==> src/rtl/var_bw_div_pkg.sv <==
// var_bw_div_pkg: shared types and sizing for the variable bit-width divider
package var_bw_div_pkg;
  localparam int WIDTH = 16;
  localparam int LANE_W = WIDTH / 2;
  localparam int CNT_W = $clog2(WIDTH + 1);
  typedef enum logic [1:0] {IDLE, BUSY, DONE} state_t;
endpackage

==> src/rtl/var_bw_div_if.sv <==
// var_bw_div_if: operand/result handshake bundle for var_bw_div
interface var_bw_div_if #(parameter int W = var_bw_div_pkg::WIDTH);
  logic         in_valid;
  logic         in_ready;
  logic         para_mode;
  logic [W-1:0] a;
  logic [W-1:0] b;
  logic         out_valid;
  logic         out_ready;
  logic [W-1:0] q;
  logic [W-1:0] r;
  logic [1:0]   dbz;
  modport slave (input in_valid, para_mode, a, b, out_ready,
                 output in_ready, out_valid, q, r, dbz);
  modport master (output in_valid, para_mode, a, b, out_ready,
                  input in_ready, out_valid, q, r, dbz);
endinterface

==> src/rtl/var_bw_div_step.sv <==
// var_bw_div_step: one restoring iteration; quotient bits shift into the dividend register
module var_bw_div_step #(parameter int W = 16) (
  input  logic         para_i,
  input  logic [W-1:0] rem_i,
  input  logic [W-1:0] dvd_i,
  input  logic [W-1:0] div_i,
  output logic [W-1:0] rem_o,
  output logic [W-1:0] dvd_o
);
  localparam int L = W / 2;
  logic [W:0] sh_f;
  logic [L:0] sh_h, sh_l;
  logic       qf, qh, ql;
  always_comb begin
    sh_f = {rem_i, dvd_i[W-1]};
    sh_h = {rem_i[W-1:L], dvd_i[W-1]};
    sh_l = {rem_i[L-1:0], dvd_i[L-1]};
    qf = sh_f >= {1'b0, div_i};
    qh = sh_h >= {1'b0, div_i[W-1:L]};
    ql = sh_l >= {1'b0, div_i[L-1:0]};
    // in lane mode each half keeps its own borrow and shift chain
    rem_o = para_i ? {qh ? L'(sh_h - {1'b0, div_i[W-1:L]}) : sh_h[L-1:0],
                      ql ? L'(sh_l - {1'b0, div_i[L-1:0]}) : sh_l[L-1:0]}
                   : (qf ? W'(sh_f - {1'b0, div_i}) : sh_f[W-1:0]);
    dvd_o = para_i ? {dvd_i[W-2:L], qh, dvd_i[L-2:0], ql} : {dvd_i[W-2:0], qf};
  end
endmodule

==> src/rtl/var_bw_div.sv <==
// var_bw_div: radix-2 restoring divider, one WIDTH-bit or two WIDTH/2-bit lanes
module var_bw_div #(parameter int WIDTH = var_bw_div_pkg::WIDTH) (
  input logic        clk,
  input logic        rst_n,
  var_bw_div_if.slave bus
);
  import var_bw_div_pkg::*;
  localparam int L = WIDTH / 2;
  localparam int CW = $clog2(WIDTH + 1);
  state_t           state_q, state_d;
  logic [CW-1:0]    cnt_q;
  logic             para_q;
  logic [WIDTH-1:0] dvd_q, div_q, rem_q, q_q, r_q, rem_d, dvd_d;
  logic [1:0]       dbz_q, dbz_d;
  var_bw_div_step #(.W(WIDTH)) u_step (
    .para_i(para_q), .rem_i(rem_q), .dvd_i(dvd_q), .div_i(div_q),
    .rem_o(rem_d), .dvd_o(dvd_d)
  );
  assign dbz_d = para_q ? {div_q[WIDTH-1:L] == '0, div_q[L-1:0] == '0} : {2{div_q == '0}};
  always_ff @(posedge clk or negedge rst_n)
    if (!rst_n) state_q <= IDLE;
    else        state_q <= state_d;
  always_comb
    state_d = state_q == IDLE ? (bus.in_valid ? BUSY : IDLE)
            : state_q == BUSY ? (cnt_q == CW'(1) ? DONE : BUSY)
            : (bus.out_ready ? IDLE : DONE);
  always_comb begin
    bus.in_ready  = state_q == IDLE;
    bus.out_valid = state_q == DONE;
    bus.q         = q_q;
    bus.r         = r_q;
    bus.dbz       = dbz_q;
  end
  // zero divisors need no special path: every trial subtract succeeds, giving q=ones, r=dividend
  always_ff @(posedge clk or negedge rst_n)
    if (!rst_n) begin
      cnt_q  <= '0;
      para_q <= 1'b0;
      dvd_q  <= '0;
      div_q  <= '0;
      rem_q  <= '0;
      q_q    <= '0;
      r_q    <= '0;
      dbz_q  <= '0;
    end else if (state_q == IDLE && bus.in_valid) begin
      cnt_q  <= bus.para_mode ? CW'(L) : CW'(WIDTH);
      para_q <= bus.para_mode;
      dvd_q  <= bus.a;
      div_q  <= bus.b;
      rem_q  <= '0;
    end else if (state_q == BUSY) begin
      cnt_q <= cnt_q - CW'(1);
      dvd_q <= dvd_d;
      rem_q <= rem_d;
      if (cnt_q == CW'(1)) begin
        q_q   <= dvd_d;
        r_q   <= rem_d;
        dbz_q <= dbz_d;
      end
    end
endmodule

==> src/flat_wrapper.sv <==
// flat-port wrapper written by rule: the top's interface ports become plain ports
module var_bw_div_flat import var_bw_div_pkg::*;
#(parameter int WIDTH = var_bw_div_pkg::WIDTH)
  (clk, rst_n, bus_in_valid, bus_para_mode, bus_a, bus_b, bus_out_ready, bus_in_ready, bus_out_valid, bus_q, bus_r, bus_dbz);
  var_bw_div_if #(.W(16)) bus_i ();
  input logic clk;
  input logic rst_n;
  input wire logic [$bits(bus_i.in_valid)-1:0] bus_in_valid;
  input wire logic [$bits(bus_i.para_mode)-1:0] bus_para_mode;
  input wire logic [$bits(bus_i.a)-1:0] bus_a;
  input wire logic [$bits(bus_i.b)-1:0] bus_b;
  input wire logic [$bits(bus_i.out_ready)-1:0] bus_out_ready;
  output wire logic [$bits(bus_i.in_ready)-1:0] bus_in_ready;
  output wire logic [$bits(bus_i.out_valid)-1:0] bus_out_valid;
  output wire logic [$bits(bus_i.q)-1:0] bus_q;
  output wire logic [$bits(bus_i.r)-1:0] bus_r;
  output wire logic [$bits(bus_i.dbz)-1:0] bus_dbz;
  assign bus_i.in_valid = bus_in_valid;
  assign bus_i.para_mode = bus_para_mode;
  assign bus_i.a = bus_a;
  assign bus_i.b = bus_b;
  assign bus_i.out_ready = bus_out_ready;
  assign bus_in_ready = bus_i.in_ready;
  assign bus_out_valid = bus_i.out_valid;
  assign bus_q = bus_i.q;
  assign bus_r = bus_i.r;
  assign bus_dbz = bus_i.dbz;
  var_bw_div #(.WIDTH(WIDTH)) u_core (.clk(clk), .rst_n(rst_n), .bus(bus_i));
endmodule
==> config.mk <==
export PLATFORM = sky130hd
export DESIGN_NAME = var_bw_div_flat
export DESIGN_NICKNAME = d
export VERILOG_FILES = /design/src/rtl/var_bw_div_pkg.sv /design/src/rtl/var_bw_div_if.sv /design/src/rtl/var_bw_div_step.sv /design/src/rtl/var_bw_div.sv /design/src/flat_wrapper.sv
export SDC_FILE = /design/constraint.sdc
export NUM_CORES = 1
export LEC_CHECK = 0
export CORE_ASPECT_RATIO = 0.75
export CORE_MARGIN = 1.5
export CORE_UTILIZATION = 35
export CTS_BUF_LIST = sky130_fd_sc_hd__clkbuf_4
export DETAILED_ROUTE_END_ITERATION = 7
export SYNTH_ARGS = -nofsm -noshare
export SYNTH_HDL_FRONTEND = slang
export SYNTH_SLANG_ARGS = --single-unit
==> constraint.sdc <==
create_clock -name clk -period 2.72 [get_ports clk]
set_input_delay 0.544 -clock clk [delete_from_list [all_inputs] [get_ports clk]]
set_output_delay 0.544 -clock clk [all_outputs]
set_load 0.05 [all_outputs]
==> results of run 1 <==
==> cell usage after synthesis, types with 3 or more instances <==
library cell / number / area (um^2)
a211oi_1: 6 / 45.04
a21o_1: 7 / 52.55
a21o_4: 3 / 45.04
a21oi_1: 23 / 115.1
a221o_1: 4 / 40.04
a22oi_1: 15 / 112.6
a31o_2: 3 / 26.28
a31oi_1: 6 / 37.54
and2_1: 3 / 18.77
and3_1: 3 / 18.77
buf_2: 3 / 15.01
buf_4: 7 / 52.55
buf_6: 3 / 33.78
clkbuf_1: 23 / 86.33
dfrtp_1: 90 / 2252
fa_1: 3 / 60.06
ha_1: 20 / 250.2
inv_1: 31 / 116.4
mux2_2: 3 / 33.78
nand2_1: 127 / 476.7
nand2b_1: 3 / 18.77
nand3_1: 19 / 95.09
nand4_1: 5 / 31.28
nor2_1: 25 / 93.84
nor2b_1: 4 / 25.02
nor3_1: 13 / 65.06
nor4_1: 7 / 43.79
o21ai_0: 36 / 180.2
o21ai_1: 19 / 95.09
o21bai_1: 4 / 30.03
o221ai_2: 4 / 60.06
o22ai_1: 3 / 18.77
o31ai_1: 6 / 45.04
xnor2_1: 9 / 78.83
xor2_1: 4 / 35.03
==> layout by cell type (no fill, tap or decap), types with 3 or more instances in the layout <==
master,count
nand2_1,127
dfrtp_1,89
buf_4,74
clkdlybuf4s50_1,71
o21ai_0,35
inv_1,30
nor2_1,24
a21oi_1,21
nand3_1,19
o21ai_1,17
a22oi_1,15
nor3_1,11
ha_1,10
xnor2_1,9
clkbuf_4,9
ha_4,8
a21o_1,7
nor4_1,7
o31ai_1,6
nand4_1,5
a31oi_1,5
a211oi_1,5
o221ai_2,5
o21ai_2,4
a21oi_2,4
o21bai_1,4
xor2_1,4
a221o_1,4
inv_6,4
a21o_4,3
and3_1,3
nand2b_1,3
o22ai_1,3
a31o_2,3
mux2_2,3
==> metrics by stage <==
stage | util, % | cells | setup TNS (ps) | setup WS, ps | area, um^2
3_3_place_gp | 45.02 | 891 | -634.0 | -116.9 | 6571
2_1_floorplan | - | 591 | 0 | 261.4 | 5291
5_1_grt | 48.14 | 918 | -690.6 | -100.5 | 7027
6_report | 48.16 | 919 | -14.19 | -14.19 | 7029
3_5_place_dp | 45.02 | 891 | -1182 | -171.2 | 6571
4_1_cts | 46.13 | 907 | -97.16 | -20.72 | 6733
==> what timing repair did <==
action / 4_1_cts / 5_1_grt
pin swaps: 1 / 18
buffers inserted: 0 / 11
gates resized for setup: 7 / 35
cloned: 0 / 1
endpoints found under the hold margin: 0 / 0
setup endpoints to repair: 17 / 31
==> layer usage <==
layer  track usage, %  up-vias  wire [um]
met4            5.449        0        267
li1                 -     2350          -
met5                0        -          0
met2            32.02      146       7236
met3            3.278       26        780
met1            27.54     2345       7648
==> area by class of cell <==
| cell class | instances | area, um^2 |
|---|---|---|
| timing repair buffer | 147 | 1297 |
| antenna | 1 | 2.502 |
| inverter | 31 | 116.4 |
| tap | 200 | 250.2 |
| clock buffer | 9 | 67.56 |
| sequential | 90 | 2253 |
| clock inverter | 7 | 58.81 |
| fill | 1406 | 7567 |
| multi-input combinational | 434 | 2983 |
==> cell families (layout without fill, tap and decap cells) <==
family	count (synthesis)	in the layout
xor+xnor	13	13
simple gates	219	219
mux	4	4
compound gates	174	175
fa+ha+maj	23	23
other cells	0	1
flops	90	90
buf+inv	68	194
==> registers in the layout, indices dropped and copies added (netlist names) <==
| signal | cells |
|---|---|
| u_core.bus.dbz | 2 |
| u_core.bus.q | 16 |
| u_core.bus.r | 16 |
| u_core.cnt_q | 5 |
| u_core.div_q | 16 |
| u_core.dvd_q | 16 |
| u_core.para_q | 1 |
| u_core.rem_q | 16 |
| u_core.state_q | 2 |
==> worst paths after layout <==
| kind | from | endpoint | slack, ps | depth (start not counted) |
|---|---|---|---|---|
| max in group asynchronous | rst_n | u_core.bus.r[1] | 1960 | 2 |
| min reg2reg | u_core.bus.q[10] | u_core.bus.q[10] | 490 | 2 |
| min in group clk | u_core.bus.q[10] | u_core.bus.q[10] | 490 | 2 |
| max reg2reg | u_core.rem_q[9] | u_core.bus.r[3] | -10 | 8 |
| min | rst_n | u_core.div_q[9] | 50 | 1 |
| max | u_core.rem_q[9] | u_core.bus.r[3] | -10 | 8 |
==> results.md, run 1 <==
* Slowest cell delay on critical path at 460 ps
* H-tree Lvls at 3
* Synth Area in Adders at 5.864%
* Final hold viol count at 0
* Avg Cell Area, Syn at 8.953 um^2
* Synthesis Warnings at 0
* Pin count of the biggest net entering global routing at 46
* CP max-delay cell: dfrtp_1
* Drt wl/cell at 17.34 um
* Async SR Flop Fraction at 100.0%
* EDFF count, synth at 0
* Gr ovfl total at 0
* Antenna-violating nets left at 0
* Slew of the pin with the lowest slew margin at 806.2 ps
* Final WS setup at -14.19 ps
* Largest family of logic cells by synthesized area: compound AO/OA/AOI/OAI gates
* Post-synthesis mux area share at 0.8276%
* Post-Synth XOR/XNOR Area at 2.152%
* Maxcap violations at 0
* Failing checks: negative setup slack
* Layout area overhead at 32.84%
* First-pass GRT wire length at 24.85 mm
* Clock slew seen by the registers of the worst setup and hold paths at 180 ps
* Status: finished, violations left
* Via count at 4867
* Initial antenna violation count at 0
* Peak Freq at 0.3657 GHz
* Setup CP Type: reg -> reg
* Slew headroom at 46.13%
* Final Setup Violations at 1
* Ports at 73
* Synth Area in Simple Gates at 18.59%
* Setup Skew at 32.16 ps
* Hold buffer count at CTS at 0
* Synthesized area at 0.005291 mm^2
* Die H at 109.5 um
* Post-Route WL at 15.93 mm
* Vias/cell at 5.296
* TritonCTS clock tree: done
* Worst path bufs/invs at 0
* Final min period at 2734 ps
* Gp weighted congestion at 0.8718
* Cts bufs inserted at 9
* Critical Path AT at 3100 ps
* Worst setup EP type: register
* CP cell instances: ha_1, nand4_1, nor3_1, o21a_2, nor4_4, a21o_4, a221o_1, mux2_2
* Synthesized Nets at 651
* Seq/Total Area, Yosys at 42.56%
* Post-synthesis compound-gate area fraction at 24.17%
* Drt initial violations at 388
* Final period util at 100.5%
* Vias in the first global route at 4726
* Port bufs at 72
* Chip width at 145.0 um
* Yosys cell types at 70
* Gr usage total at 19.78%
* Crit path required time at 3080 ps
* Post-synth top flop: dfrtp_1
* Min-Delay Path Class: in -> async
* Slew Viols, Final at 0
* TritonRoute pass-1 iters at 5
* Gate count of the mapped netlist at 591
* Startpoint types: register
* Clock tree buffer depth at 2
* CTS root buf: clkbuf_4
* Fin nets at 773
* CP delay by family, top: compound AO/OA/AOI/OAI gates
* Die area at 0.01587 mm^2
* Hold Slack at 49.64 ps
* Clk_lat worst skew at 470 ps
* Core footprint at 0.01460 mm^2
* Layout cells sized above 1 at 21.45%
* DRC Markers at 0
* HPWL after detailed placement at 11.70 mm
* RSZ-0062 raised after global routing: yes
* Row cnt at 38
* Max FO, Critical Path at 6
* Initial core utilization at 36.25%
* FF+latch count, synth at 90
* CTS sink cnt at 90
Power of run 1 is left out: the tool's default activity adds up to more than one toggle a clock period on the data nets, which glitch-free logic cannot reach.
==> run 2: changes to the inputs <==
CTS_BUF_LIST = not set   (was sky130_fd_sc_hd__clkbuf_4)
clock period = 2.5 ns   (was 2.72 ns; I/O delays follow)
==> results.md, run 2 (same netlist as run 1, synthesis figures left out) <==
* Post-Route WL at 16.72 mm
* Die area at 0.01587 mm^2
* Gr usage total at 21.81%
* Layout cells sized above 1 at 32.39%
* Setup CP Type: reg -> reg
* Pin count of the biggest net entering global routing at 42
* Final min period at 2670 ps
* Antenna Cells at 0
* Status: finished, violations left
* Hold Slack at 78.64 ps
* Most frequent cells in the layout: nand2_1 (126), buf_4 (126), dfrtp_1 (89), clkdlybuf4s50_1 (71), o21ai_0 (32)
* Row cnt at 38
* Initial core utilization at 36.25%
* Chip width at 145.0 um
* Slew headroom at 60.75%
* Critical Path AT at 2880 ps
* Drt wl/cell at 17.15 um
* Final Setup Violations at 10
* Peak Freq at 0.3745 GHz
* RSZ-0062 raised after global routing: yes
* Setup Skew at 8.016 ps
* TritonRoute pass-1 iters at 4
* Slew Viols, Final at 0
* Crit path required time at 2710 ps
* Cts bufs inserted at 9
* Drt initial violations at 316
* CP cell instances: ha_4, nand4_4, nor4_4, a21boi_4, nor4_4, a21o_4, a222oi_1, buf_4, o21ai_2
* Clock tree buffer depth at 2
* Final instance area at 0.007924 mm^2
* H-tree Lvls at 3
* Maxcap violations at 0
* Layout area overhead at 49.75%
* Port bufs at 72
* Slew of the pin with the lowest slew margin at 580.5 ps
* CTS sink cnt at 90
* Vias in the first global route at 5201
* Gp weighted congestion at 0.9898
* Antenna-violating nets left at 0
* CP max-delay cell: a222oi_1
* Gr ovfl total at 0
* Fin nets at 831
* Clock slew seen by the registers of the worst setup and hold paths at 70 ps
* Max FO, Critical Path at 5
* TritonCTS clock tree: done
* CTS root buf: clkbuf_16
* Die H at 109.5 um
* Final hold viol count at 0
* DP Worst Slack at -339.9 ps
* DP Area at 0.006887 mm^2
* First-pass GRT wire length at 27.17 mm
* Core footprint at 0.01460 mm^2
* Startpoint types: register
* Slowest cell delay on critical path at 480 ps
* Final WS setup at -170.4 ps
* Hold buffer count at CTS at 0
* Final period util at 106.8%
* Failing checks: negative setup slack
* Ports at 73
* CP most frequent cell: nor4_4
* Worst setup EP type: register
* Min-Delay Path Class: in -> async
* HPWL after detailed placement at 12.39 mm
* DRC Markers at 0
* Initial antenna violation count at 0
* Vias/cell at 5.179
* Via count at 5050
* Clk_lat worst skew at 340 ps
## run 2: changes by cell type in the layout (fill, tap and decap cells not counted), sizes merged
| cell | change |
|---|---|
| clkbuf | +1 |
| a31oi | -1 |
| buf | +59 |
| diode | -1 |
| inv | -4 |
| clkinvlp | +3 |
| clkinv | -1 |
## run 2: repair_timing
action / in CTS / in global routing
setup endpoints to repair: 33 / 34
gates resized for setup: 61 / 43
setup buffers: 8 / 22
pin swaps: 24 / 29
## run 2: area by class of cell
| type | instances | area (um^2) |
|---|---|---|
| clock buffer | 10 | 239.0 |
| timing repair buffer | 206 | 1767 |
| fill | 1347 | 6673 |
| tap | 200 | 250.2 |
| sequential | 90 | 2253 |
| clock inverter | 5 | 40.04 |
| multi-input combinational | 433 | 3258 |
| inverter | 31 | 116.4 |
## run 2: worst paths after layout
check                           startpoint              end  slack (ps)  cells past startpoint
max                        u_core.rem_q[5]  u_core.rem_q[1]        -170                      9
min                                  rst_n  u_core.div_q[8]          80                      1
max reg2reg                u_core.rem_q[5]  u_core.rem_q[1]        -170                      9
min reg2reg                u_core.bus.q[6]  u_core.bus.q[6]         470                      2
max in group asynchronous            rst_n  u_core.rem_q[6]        1750                      2
min in group clk           u_core.bus.q[6]  u_core.bus.q[6]         470                      2
## run 2: per-stage QoR
step,setup TNS (ps),cells,util [%]
floorplan,0,591,-
detailed placement,-4973,933,47.18
CTS,-718.2,956,51.98
finish,-594.6,975,54.29
global route,-3612,975,54.29
global placement,-3131,933,47.18
## run 2: routing by layer
metal,GRT usage [%],vias to the layer above,part of all wire [%]
met3,3.983,21,5.1
met4,5.376,0,1.4
met5,0,-,0
met1,29.02,2443,46
li1,-,2459,-
met2,37.08,127,48
## run 2: critical path: cells and delay by family (launching register included)
family / cells / cell delay (ps)
adders and majority gates: 1 / 320
DFF: 1 / 430
buffers and inverters: 1 / 220
and+or+nand+nor: 3 / 500
AOI/OAI and AO/OA: 4 / 1060
Power of run 2 is left out for the same reason.
==> RTL change, RTL diff (config.mk and constraints of run 1) <==
Re-encode `state_t` (3 states) as one-hot, 3 bits wide.
--- a/src/rtl/var_bw_div_pkg.sv
+++ b/src/rtl/var_bw_div_pkg.sv
@@ -4,5 +4,5 @@
   localparam int LANE_W = WIDTH / 2;
   localparam int CNT_W = $clog2(WIDTH + 1);
-  typedef enum logic [1:0] {IDLE, BUSY, DONE} state_t;
+  typedef enum logic [2:0] {IDLE = 3'b001, BUSY = 3'b010, DONE = 3'b100} state_t;
 endpackage
 
Check against the original RTL: same outputs for any inputs over 4 cycles, from zero or initial values and one cycle with rst_n low; so few cycles prove little.
==> RTL change against run 1 <==
Wire length grew 2.0%; sequential cell count grew 1; fmax grew 2.8%; worst setup slack gained 0.074 ns; via count grew 0.25%; highest routed layer unchanged; non-clock buffer count shrank 23; design area shrank 2.7%; area after synthesis grew 1.1%.
==> RTL change: results (changes against run 1) <==
| Metric | Value |
|---|---|
| Critical path arrival | 3.02 ns (-0.08 ns) |
| Via density | 5.37 (+1.3%) |
| Clock latency at the later pin of the worst-skew pair | 0.47 ns (about the same) |
| Cells after synthesis | 604 (+2.2%) |
| Gr usage total | 20.8% (+1.0 points) |
| First-pass GRT wire length | 26100 um (+5.1%) |
| Final Wtd Congestion | 0.881 (+1.1%) |
| Most common library cells after synthesis | nand2_1, dfrtp_1, o21ai_0 |
| CP peak stage delay | 0.51 ns (+0.05 ns) |
| Residual DRC | 0 (unchanged) |
| DRT Pass-1 Iters | 7 (+2) |
| Post-DP HPWL | 11900 um (+1.4%) |
| Fraction of layout cells with a size suffix above 1 | 15.8% (-5.7 points) |
| P_leak | 3.07 nW |
| WL per Instance | 17.9 um (+3.1%) |
| DRT iter0 DRCs | 437 (+13%) |
| Buffers on Ports | 72 (unchanged) |
| Seq/Total Area, Yosys | 42.6% (about the same) |
| Filler cells | 1413 (+0.50%) |
| Max clock buf depth | 2 (unchanged) |
| Outcome | finished clean |
| Worst Hold Class | in -> async |
| Placed Cells | 888 (-0.34%) |
| Nets | 764 (-1.2%) |
| Placed inst area | 6520 um^2 (-0.80%) |
| Htree depth | 3 (unchanged) |
| Vias | 4879 (+0.25%) |
| Largest cells by area after synthesis | dfrtp_1, nand2_1, ha_1, o21ai_0, a22oi_1 |
| Least-Margin Pin Slew | 0.572 ns (-0.234 ns) |
| Net Count, Synth | 664 (+2.0%) |
| Largest net degree at the start of global routing | 55 (+20%) |
| Top FF cell, synth | dfrtp_1 |
| Clock skew | 0.0329 ns (+0.000782 ns) |
| Maximum VDD drop | 386 uV |
| Netlist cell types | 69 (-1.4%) |
| Slowest cell on crit path | dfrtp_1 |
| TritonCTS buffer count | 9 (unchanged) |
| Top delay family on crit path | compound AO/OA/AOI/OAI gates |
| CTS Root Cell | clkbuf_4 |
| Clk slew on worst S/H paths | 0.18 ns (about the same) |
| Vias in the first global route | 4833 (+2.3%) |
| CP Max Fanout | 5 (-1) |
| Async SR Flop Fraction | 100% (unchanged) |
| Yosys warning count | 0 (unchanged) |
| Initial antenna violation count | 0 (unchanged) |
| Ant. Diodes | 0 (-1) |
RTL change: cell count changes in the layout (fill, tap and decap cells not counted), moves of 9 or more:
cell / before / now
buf_4: 74 / 51
nand2_1: 127 / 138
o21ai_0: 35 / 47
a31oi_1: 5 / 14
o21ai_1: 17 / 4
RTL change: path summary, 6_finish.rpt:
check	cells past startpoint	to	startpoint	slack, ns
max	8	u_core.bus.r[3]	u_core.rem_q[3]	0.06
min	1	u_core.bus.r[8]	rst_n	0.04
max reg2reg	8	u_core.bus.r[3]	u_core.rem_q[3]	0.06
min reg2reg	2	u_core.bus.q[11]	u_core.bus.q[11]	0.50
max in group asynchronous	2	u_core.bus.q[13]	rst_n	1.99
min in group clk	2	u_core.bus.q[11]	u_core.bus.q[11]	0.50
RTL change: kinds of logic after synthesis:
logic type | after synthesis | share of synthesized area [%]
fa+ha+maj | 23 | 5.80
xor+xnor | 21 | 3.44
simple gates | 231 | 19.7
mux | 4 | 0.865
flops | 91 | 42.6
buf+inv | 61 | 5.33
compound gates | 173 | 22.2
RTL change: stage by stage:
step	utilization [%]	setup WS (ns)
floorplan	-	0.192
global placement	44.4	0.0124
detailed placement	44.4	0.00596
CTS	45.6	0.00124
global route	46.5	-0.105
finish	46.5	0.0602
RTL change: timing repair:
item | CTS | global route
gates resized for setup | 2 | 22
setup buffers | 0 | 5
pin swaps | 1 | 7
hold buffers | 0 | 0
setup endpoints to repair | 5 | 24
RTL change: where the power goes:
| part | total [mW] | switching (mW) | internal [mW] |
|---|---|---|---|
| Combinational | 6.12 | 3.56 | 2.56 |
| Sequential | 2.16 | 0.382 | 1.78 |
| Clock | 0.928 | 0.533 | 0.395 |
| Total | 9.21 | 4.47 | 4.73 |
RTL change: layout make-up:
| cell class | count | area share, % |
|---|---|---|
| clock buffers | 10 | 1.10 |
| clock inverters | 6 | 1.41 |
| inverters | 26 | 1.43 |
| multi-input cells | 452 | 42.5 |
| flip-flops and latches | 91 | 33.3 |
| well taps | 200 | 3.66 |
| repair buffers | 124 | 16.6 |
RTL change: per-layer routing:
metal  GRT usage, %  share of wire [%]  vias to the layer above
met5              0                  0                        -
met4           7.29                2.0                        0
met3           4.12                6.0                       23
met2           31.1                 43                      156
met1           30.1                 49                     2357
li1               -                  -                     2343
